--- src/rtl/branch_recovery_ctrl.sv ---
// EX-stage misprediction recovery: redirect, front-end flush window and a single predictor-update pulse.
// Optional performance counters are enabled by defining BRC_PERF_CNT_EN.
module branch_recovery_ctrl #(
    parameter int PC_BITS      = 32,
    parameter int FLUSH_CYCLES = 2,
    parameter int CNT_BITS     = 3
) (
    input  logic               clk,
    input  logic               rst,
    input  logic               EX_valid,
    input  logic               EX_brn,
    input  logic [PC_BITS-1:0] EX_pc,
    input  logic [PC_BITS-1:0] EX_alu_out,
    input  logic               EX_true_taken,
    input  logic               EX_pred_taken,
    input  logic [PC_BITS-1:0] EX_pred_target,
    input  logic               MEM_stall,
    output logic               redirect_valid,
    output logic [PC_BITS-1:0] redirect_pc,
    output logic               flush_front,
    output logic               bp_upd_en,
    output logic               mispredict,
    output logic [31:0]        perf_branches,
    output logic [31:0]        perf_mispredicts
);
    typedef enum logic [1:0] {IDLE, PEND, FLUSH} state_t;

    localparam logic [CNT_BITS-1:0] CNT_INIT = CNT_BITS'(FLUSH_CYCLES - 1);

    state_t              state_q;
    logic [CNT_BITS-1:0] cnt_q;
    logic [CNT_BITS-1:0] cnt_d;
    logic [PC_BITS-1:0]  pend_pc_q;
    logic                resolve;
    logic                fire;
    logic [PC_BITS-1:0]  correct_pc;

    assign resolve    = EX_valid & EX_brn & (state_q != FLUSH);
    assign mispredict = resolve & ((EX_pred_taken != EX_true_taken) |
                                   (EX_true_taken & (EX_pred_target != EX_alu_out)));
    assign correct_pc = EX_true_taken ? EX_alu_out : EX_pc + PC_BITS'(4);
    assign cnt_d      = cnt_q - CNT_BITS'(1);

    // A redirect fires either immediately from IDLE or on the release of a stalled one.
    assign fire = ((state_q == IDLE) & mispredict & ~MEM_stall) |
                  ((state_q == PEND) & ~MEM_stall);

    always_comb begin
        redirect_valid = fire;
        flush_front    = fire | (state_q == FLUSH);
        bp_upd_en      = ((state_q == IDLE) & resolve & ~MEM_stall) |
                         ((state_q == PEND) & ~MEM_stall);
        redirect_pc    = '0;
        if (state_q == PEND)
            redirect_pc = pend_pc_q;
        else if (fire)
            redirect_pc = correct_pc;
    end

    always_ff @(posedge clk) begin
        if (rst) begin
            state_q   <= IDLE;
            cnt_q     <= '0;
            pend_pc_q <= '0;
        end else begin
            case (state_q)
                IDLE: begin
                    if (mispredict && !MEM_stall) begin
                        state_q <= (FLUSH_CYCLES == 1) ? IDLE : FLUSH;
                        cnt_q   <= CNT_INIT;
                    end else if (mispredict && MEM_stall) begin
                        state_q   <= PEND;
                        pend_pc_q <= correct_pc;
                    end
                end
                PEND: begin
                    if (!MEM_stall) begin
                        state_q <= (FLUSH_CYCLES == 1) ? IDLE : FLUSH;
                        cnt_q   <= CNT_INIT;
                    end
                end
                FLUSH: begin
                    // Counter holds the squash cycles still owed, this one included.
                    if (!MEM_stall) begin
                        cnt_q <= cnt_d;
                        if (cnt_d == '0)
                            state_q <= IDLE;
                    end
                end
                default: state_q <= IDLE;
            endcase
        end
    end

`ifdef BRC_PERF_CNT_EN
    logic [31:0] perf_br_q;
    logic [31:0] perf_mp_q;

    always_ff @(posedge clk) begin
        if (rst) begin
            perf_br_q <= '0;
            perf_mp_q <= '0;
        end else begin
            if (bp_upd_en)
                perf_br_q <= perf_br_q + 32'd1;
            if (redirect_valid)
                perf_mp_q <= perf_mp_q + 32'd1;
        end
    end

    assign perf_branches    = perf_br_q;
    assign perf_mispredicts = perf_mp_q;
`else
    assign perf_branches    = 32'd0;
    assign perf_mispredicts = 32'd0;
`endif

endmodule

--- config.mk ---
export PLATFORM = sky130hd
export DESIGN_NAME = branch_recovery_ctrl
export DESIGN_NICKNAME = d
export VERILOG_FILES = /design/src/rtl/branch_recovery_ctrl.sv
export SDC_FILE = /design/constraint.sdc
export NUM_CORES = 1
export LEC_CHECK = 0
export CORE_ASPECT_RATIO = 2
export CORE_UTILIZATION = 40
export CTS_BUF_LIST = sky130_fd_sc_hd__clkbuf_8 sky130_fd_sc_hd__clkbuf_16
export CTS_CLUSTER_SIZE = 16
export DETAILED_ROUTE_END_ITERATION = 16
export GPL_TIMING_DRIVEN = 0
export HOLD_SLACK_MARGIN = 0.05
export PLACE_DENSITY = 0.82
export SYNTH_ARGS = -nofsm -noshare
export SYNTH_HDL_FRONTEND = slang
export SYNTH_SLANG_ARGS = --single-unit
export TNS_END_PERCENT = 20
--- constraint.sdc ---
create_clock -name clk -period 5.05 [get_ports clk]
set_input_delay 1.2625 -clock clk [delete_from_list [all_inputs] [get_ports clk]]
set_output_delay 1.2625 -clock clk [all_outputs]
set_load 0.005 [all_outputs]
; Word-level counts from Yosys, hierarchy flattened
; Index checks and enable logic that the tools add are counted.
[word_totals]
reg_bits = 37
[op_classes]
mux = 13
bitwise_logic = 15
eq_ne = 10
add_sub_neg = 2
reduce_logical = 9
[op_table]
columns = cell, count
row1 = $mux W32, 3
row2 = $add A32 B3 Y32 const B, 1
row3 = $ne A32 B32 Y1, 1
row4 = $mux W2, 5
row5 = $and A1 B1 Y1, 9
row6 = $mux W3, 3
row7 = $pmux W3 S3, 1
row8 = $reduce_and A4 Y1, 2
row9 = $ne A2 B2 Y1 const B, 3
row10 = $pmux W2 S3, 1
row11 = $ne A2 B1 Y1 const B, 2
row12 = $or A1 B1 Y1, 4
row13 = $logic_not A3 Y1, 1
row14 = $ne A3 B1 Y1 const B, 1
row15 = $reduce_and A3 Y1, 1
row16 = $reduce_bool A3 Y1, 1
row17 = $sub A3 B1 Y3 const B, 1
row18 = $eq A2 B1 Y1 const B, 1
row19 = $eq A2 B2 Y1 const B, 1
row20 = $logic_and A1 B1 Y1, 2
row21 = $logic_not A2 Y1, 1
row22 = $not A1 Y1, 2
row23 = $logic_not A1 Y1, 1
row24 = $ne A1 B1 Y1, 1

; Longest topological paths before layout
; Gate-level depths: netlist of run 1.
[logic_depth]
depth_word = 9
depth_mapped = 8
ltp_nobuf = 7

; Least setup slack after synthesis of run 1
; No wires, ideal clock.
[synth_path]
path_kind = input port to output port
startpoint = in EX_pred_target[13]
endpoint = out redirect_pc[17]
stages = 8
arrival_time_ns = 3.189
setup_slack_ns = 0.598
t_required_ns = 3.788
cell_sequence = xnor2_1 > nand4_1 > or4_4 > or4_4 > and3_1 > buf_6 > buf_6 > a22o_1
[synth_via]
elab_chain_cells = 9
[synth_lines]
columns = item, line
row1 = "start, declared", 16  ; input logic [PC_BITS-1:0] EX_pred_target,
row2 = $ne A32 B32 Y1, 40  ; (EX_true_taken & (EX_pred_target != EX_alu_out)));
row3 = $and A1 B1 Y1, 40
row4 = $or A1 B1 Y1, 39  ; assign mispredict = resolve & ((EX_pred_taken != EX_true_taken) |
row5 = $and A1 B1 Y1, 39
row6 = $and A1 B1 Y1 (2 in a row), 45  ; assign fire = ((state_q == IDLE) & mispredict & ~MEM_stall) |
row7 = $or A1 B1 Y1, 45
row8 = $mux W32, 56  ; else if (fire)
row9 = $mux W32, 54  ; if (state_q == PEND)
row10 = "end, declared", 19  ; output logic [PC_BITS-1:0] redirect_pc,
; No other way between the ends.

; Worst setup path in the final report of run 1
[layout_path]
startpoint = in EX_alu_out[4]
endpoint = out redirect_pc[19]
[layout_via]
elab_chain_cells = 9
[layout_lines]
columns = item, line
row1 = "start, declared", 13  ; input logic [PC_BITS-1:0] EX_alu_out,
row2 = $ne A32 B32 Y1, 40
row3 = $and A1 B1 Y1, 40
row4 = $or A1 B1 Y1, 39
row5 = $and A1 B1 Y1, 39
row6 = $and A1 B1 Y1 (2 in a row), 45
row7 = $or A1 B1 Y1, 45
row8 = $mux W32, 56
row9 = $mux W32, 54
; No other way between the ends.

==> impl_metrics.py, run 1 <==
metrics = {
    "status": {
        "status": "finished clean",
    },
    "pwr": {
        "power_leakage_nw": 2.70,
        "worst_ir_drop_vdd_mv": 0.139,
        "power_density_nw_per_um2": 167,
        "power.total_mw": 0.968,
    },
    "grt": {
        "grt_usage_pct": 27.4,
        "overflow": 0,
        "antenna_found_initial": 0,
        "grt_max_degree": 12,
        "grt_pass1_wl_mm": 21.0,
        "grt_pass1_vias": 4345,
    },
    "worst_hold_path": {
        "hold_path_class": "reg2reg",
    },
    "clocking": {
        "numCtsBuffers": 5,
        "clk-insertion-delay-late_ps": 290,
        "cts_root_buffer": "clkbuf_16",
        "clk_path_buf_depth": 2,
        "clkSinkCount": 37,
        "h-tree-depth": 2,
        "clk_pin_slew_ps": 60,
        "cts_tree": "built",
    },
    "synth": {
        "ys_warn_count": 0,
        "ys_ff_latch": 37,
        "yosys.area.top_type_share_pct": 19.8,
        "yosysMostFrequentCell": "buf_4",
        "yosysUniqueCellTypes": 56,
        "syn_area_sq_um": 3750,
        "synth_edf_count": 0,
        "postSynth.asyncResetShare_pct": 0,
        "yosysSeqAreaShare_pct": 19.8,
        "synth_top_area_cell": "dfxtp_1",
        "synth_flop_cell": "dfxtp_1",
        "syn_avg_cell_area_sq_um": 7.51,
        "syn_inst": 499,
        "yosys-top-cells-count": "64 x buf_4, 48 x nand2_1, 37 x dfxtp_1",
        "synthTopCellsByArea": "dfxtp_1 20%, buf_4 13%, xnor2_1 7.2%",
    },
    "timing": {
        "skew_ps": 7.26,
        "fin_crit_sh_pct": 99.7,
        "setup_viol": 0,
        "tightest_slew_ps": 613,
        "fin_crit_ps": 5030,
        "slew_violations": 0,
        "rsz0062_at_grt": "yes",
        "fmax_mhz": 199,
        "slew_headroom_pct": 59.1,
        "holdWs_ps": 459,
        "timing.final.hold_violations": 0,
    },
    "die": {
        "core-area_sq_um": 9010,
        "boundaryPins": 203,
        "die_area_sq_um": 9790,
        "row_count": 49,
        "initial_core_util_pct": 41.6,
        "fp.dieH_um": 139,
        "die_w_um": 70.5,
    },
    "placed_design": {
        "dp_hpwl_mm": 11.3,
        "place.gp.congestion": 0.945,
        "portBuffers": 136,
    },
    "layout": {
        "drive_gt1_share_pct": 18.6,
        "syn_to_final_growth_pct": 54.7,
        "num-nets-final": 819,
        "antenna_cells": 0,
        "n_fill_cell": 813,
    },
    "worst_setup_path": {
        "cp_max_fo": 10,
        "worstPathRequired_ps": 3790,
        "start_kind": "input port",
        "max_stage_delay_ps": 530,
        "crit_path_top_delay_cell": "or4_4",
        "crit_buf_inv": 4,
        "cp_common_cell": "or4_4",
        "cp_cell_sequence": "dlygate4sd2_1 > xnor2_2 > nand4_1 > or4_4 > or4_4 > and3_4 > buf_6 > buf_8 > a22o_1 > buf_2",
        "cp_top_family": "simple AND/OR/NAND/NOR gates",
        "path_class": "in2out",
        "end_kind": "primary output",
        "critPathArrivalTime_ps": 3770,
    },
    "detailed_routing": {
        "wl_mm": 13.7,
        "firstDrtPassIters": 5,
        "routedWlPerCell_um": 16.8,
        "drtIter0Drc": 259,
        "antenna_left": 0,
        "viasPerCell": 5.44,
        "drc": 0,
        "vias": 4442,
    },
    "run": {
        "cap_violations": 0,
    },
}
## worst min-delay path, cell delays in order, from the launching register on
cell,delay [ps]
dfxtp_1,310
nand2_1,50
o21ai_1,50
## cells by family (layout without fill, tap and decap cells)
| kind of cell | after synthesis | in the layout | synth area share (%) |
|---|---|---|---|
| AOI/OAI and AO/OA | 137 | 137 | 23.8 |
| xor gates and xnor gates | 57 | 57 | 13.3 |
| adders and majority gates | 3 | 3 | 1.00 |
| buffers and inverters | 107 | 259 | 17.8 |
| DFF | 37 | 37 | 19.8 |
| muxes | 11 | 11 | 2.97 |
| other | 1 | 64 | 0.100 |
| and+or+nand+nor | 146 | 146 | 21.3 |
## area by class of cell
class                      instances  area [sq um]  share of cell area (%)
buffer                            96           638                    11.0
sequential                        37           741                    12.8
multi-input combinational        418          2740                    47.2
clock buffer                       7           153                    2.63
timing repair buffer             144          1350                    23.3
inverter                          11          41.3                   0.712
tap                              102           128                    2.20
clock inverter                     1          5.00                  0.0863
## per-stage QoR
step	setup WS [ps]	cell area, sq um	std cells	TNS [ps]	util, %
after detailed placement	-730	5470	800	-19520	60.7
after global placement	-748	5470	800	-20000	60.7
after floorplan	598	3990	562	0	-
final	17.5	5800	816	0	64.3
after CTS	-114	5770	815	-469	64.0
after global routing	-14.8	5800	816	-21.0	64.3
## final timing paths
path | slack, ps | end | from | depth (start not counted)
worst max-delay path | 20 | redirect_pc[19] | EX_alu_out[4] | 10
worst min-delay path | 460 | pend_pc_q[28] | pend_pc_q[28] | 2
worst max register to register | 2330 | pend_pc_q[3] | state_q[0] | 7
worst min register to register | 460 | pend_pc_q[28] | pend_pc_q[28] | 2
## placed cells by master, fill, tap and decap left out, types with 5 or more instances in the layout
master and instances:
a31o_1 6, nor3_1 7, o21ai_0 29, o21ai_1 22
xnor2_2 9, xor2_1 26, inv_1 9, nor2_1 13
nand2_1 48, buf_6 5, clkbuf_2 6, clkdlybuf4s50_1 69
a22o_1 14, dfxtp_1 37, or3_1 13, clkbuf_16 5
a31o_2 6, xnor2_1 22, dlygate4sd2_1 42, nand3_1 17
a21oi_1 28, nand4_1 12, conb_1 64, mux2i_1 10
nor4_1 5, dlymetal6s2s_1 11, buf_4 71, nor4_2 5
clkbuf_1 26, o211a_1 10
## report_power, final
group	switching (mW)	internal, mW
Combinational	0.161	0.169
Clock	0.122	0.209
Sequential	0.00558	0.302
## repair_timing
action	in CTS	in global routing
hold buffers	0	0
gates cloned	1	0
setup buffers	6	1
gates resized for setup	97	32
pin swaps	18	12
setup endpoints to repair	35	35
## state kept, by name, summed over array words and instances, names as in the netlist
register,count
cnt_q,3
pend_pc_q,32
state_q,2
## per-layer routing
| layer | share of wire (%) | global-route usage [%] | up-vias |
|---|---|---|---|
| met3 | 7.1 | 3.34 | 57 |
| met2 | 55 | 52.7 | 257 |
| met4 | 7.2 | 21.3 | 0 |
| met5 | 0 | 0 | - |
| li1 | - | - | 2091 |
| met1 | 31 | 24.5 | 2037 |
Note: power is estimated with default switching activity, not from simulation.
==> run 2: changes to the inputs <==
- SLEW_MARGIN: default -> 20
==> results of run 2 <==
Final layout, timing and power as in run 1 (identical DEF).
==> run 3: changes to the inputs <==
- CAP_MARGIN: default -> 20
==> results of run 3 <==
Final layout, timing and power as in run 1 (identical DEF).
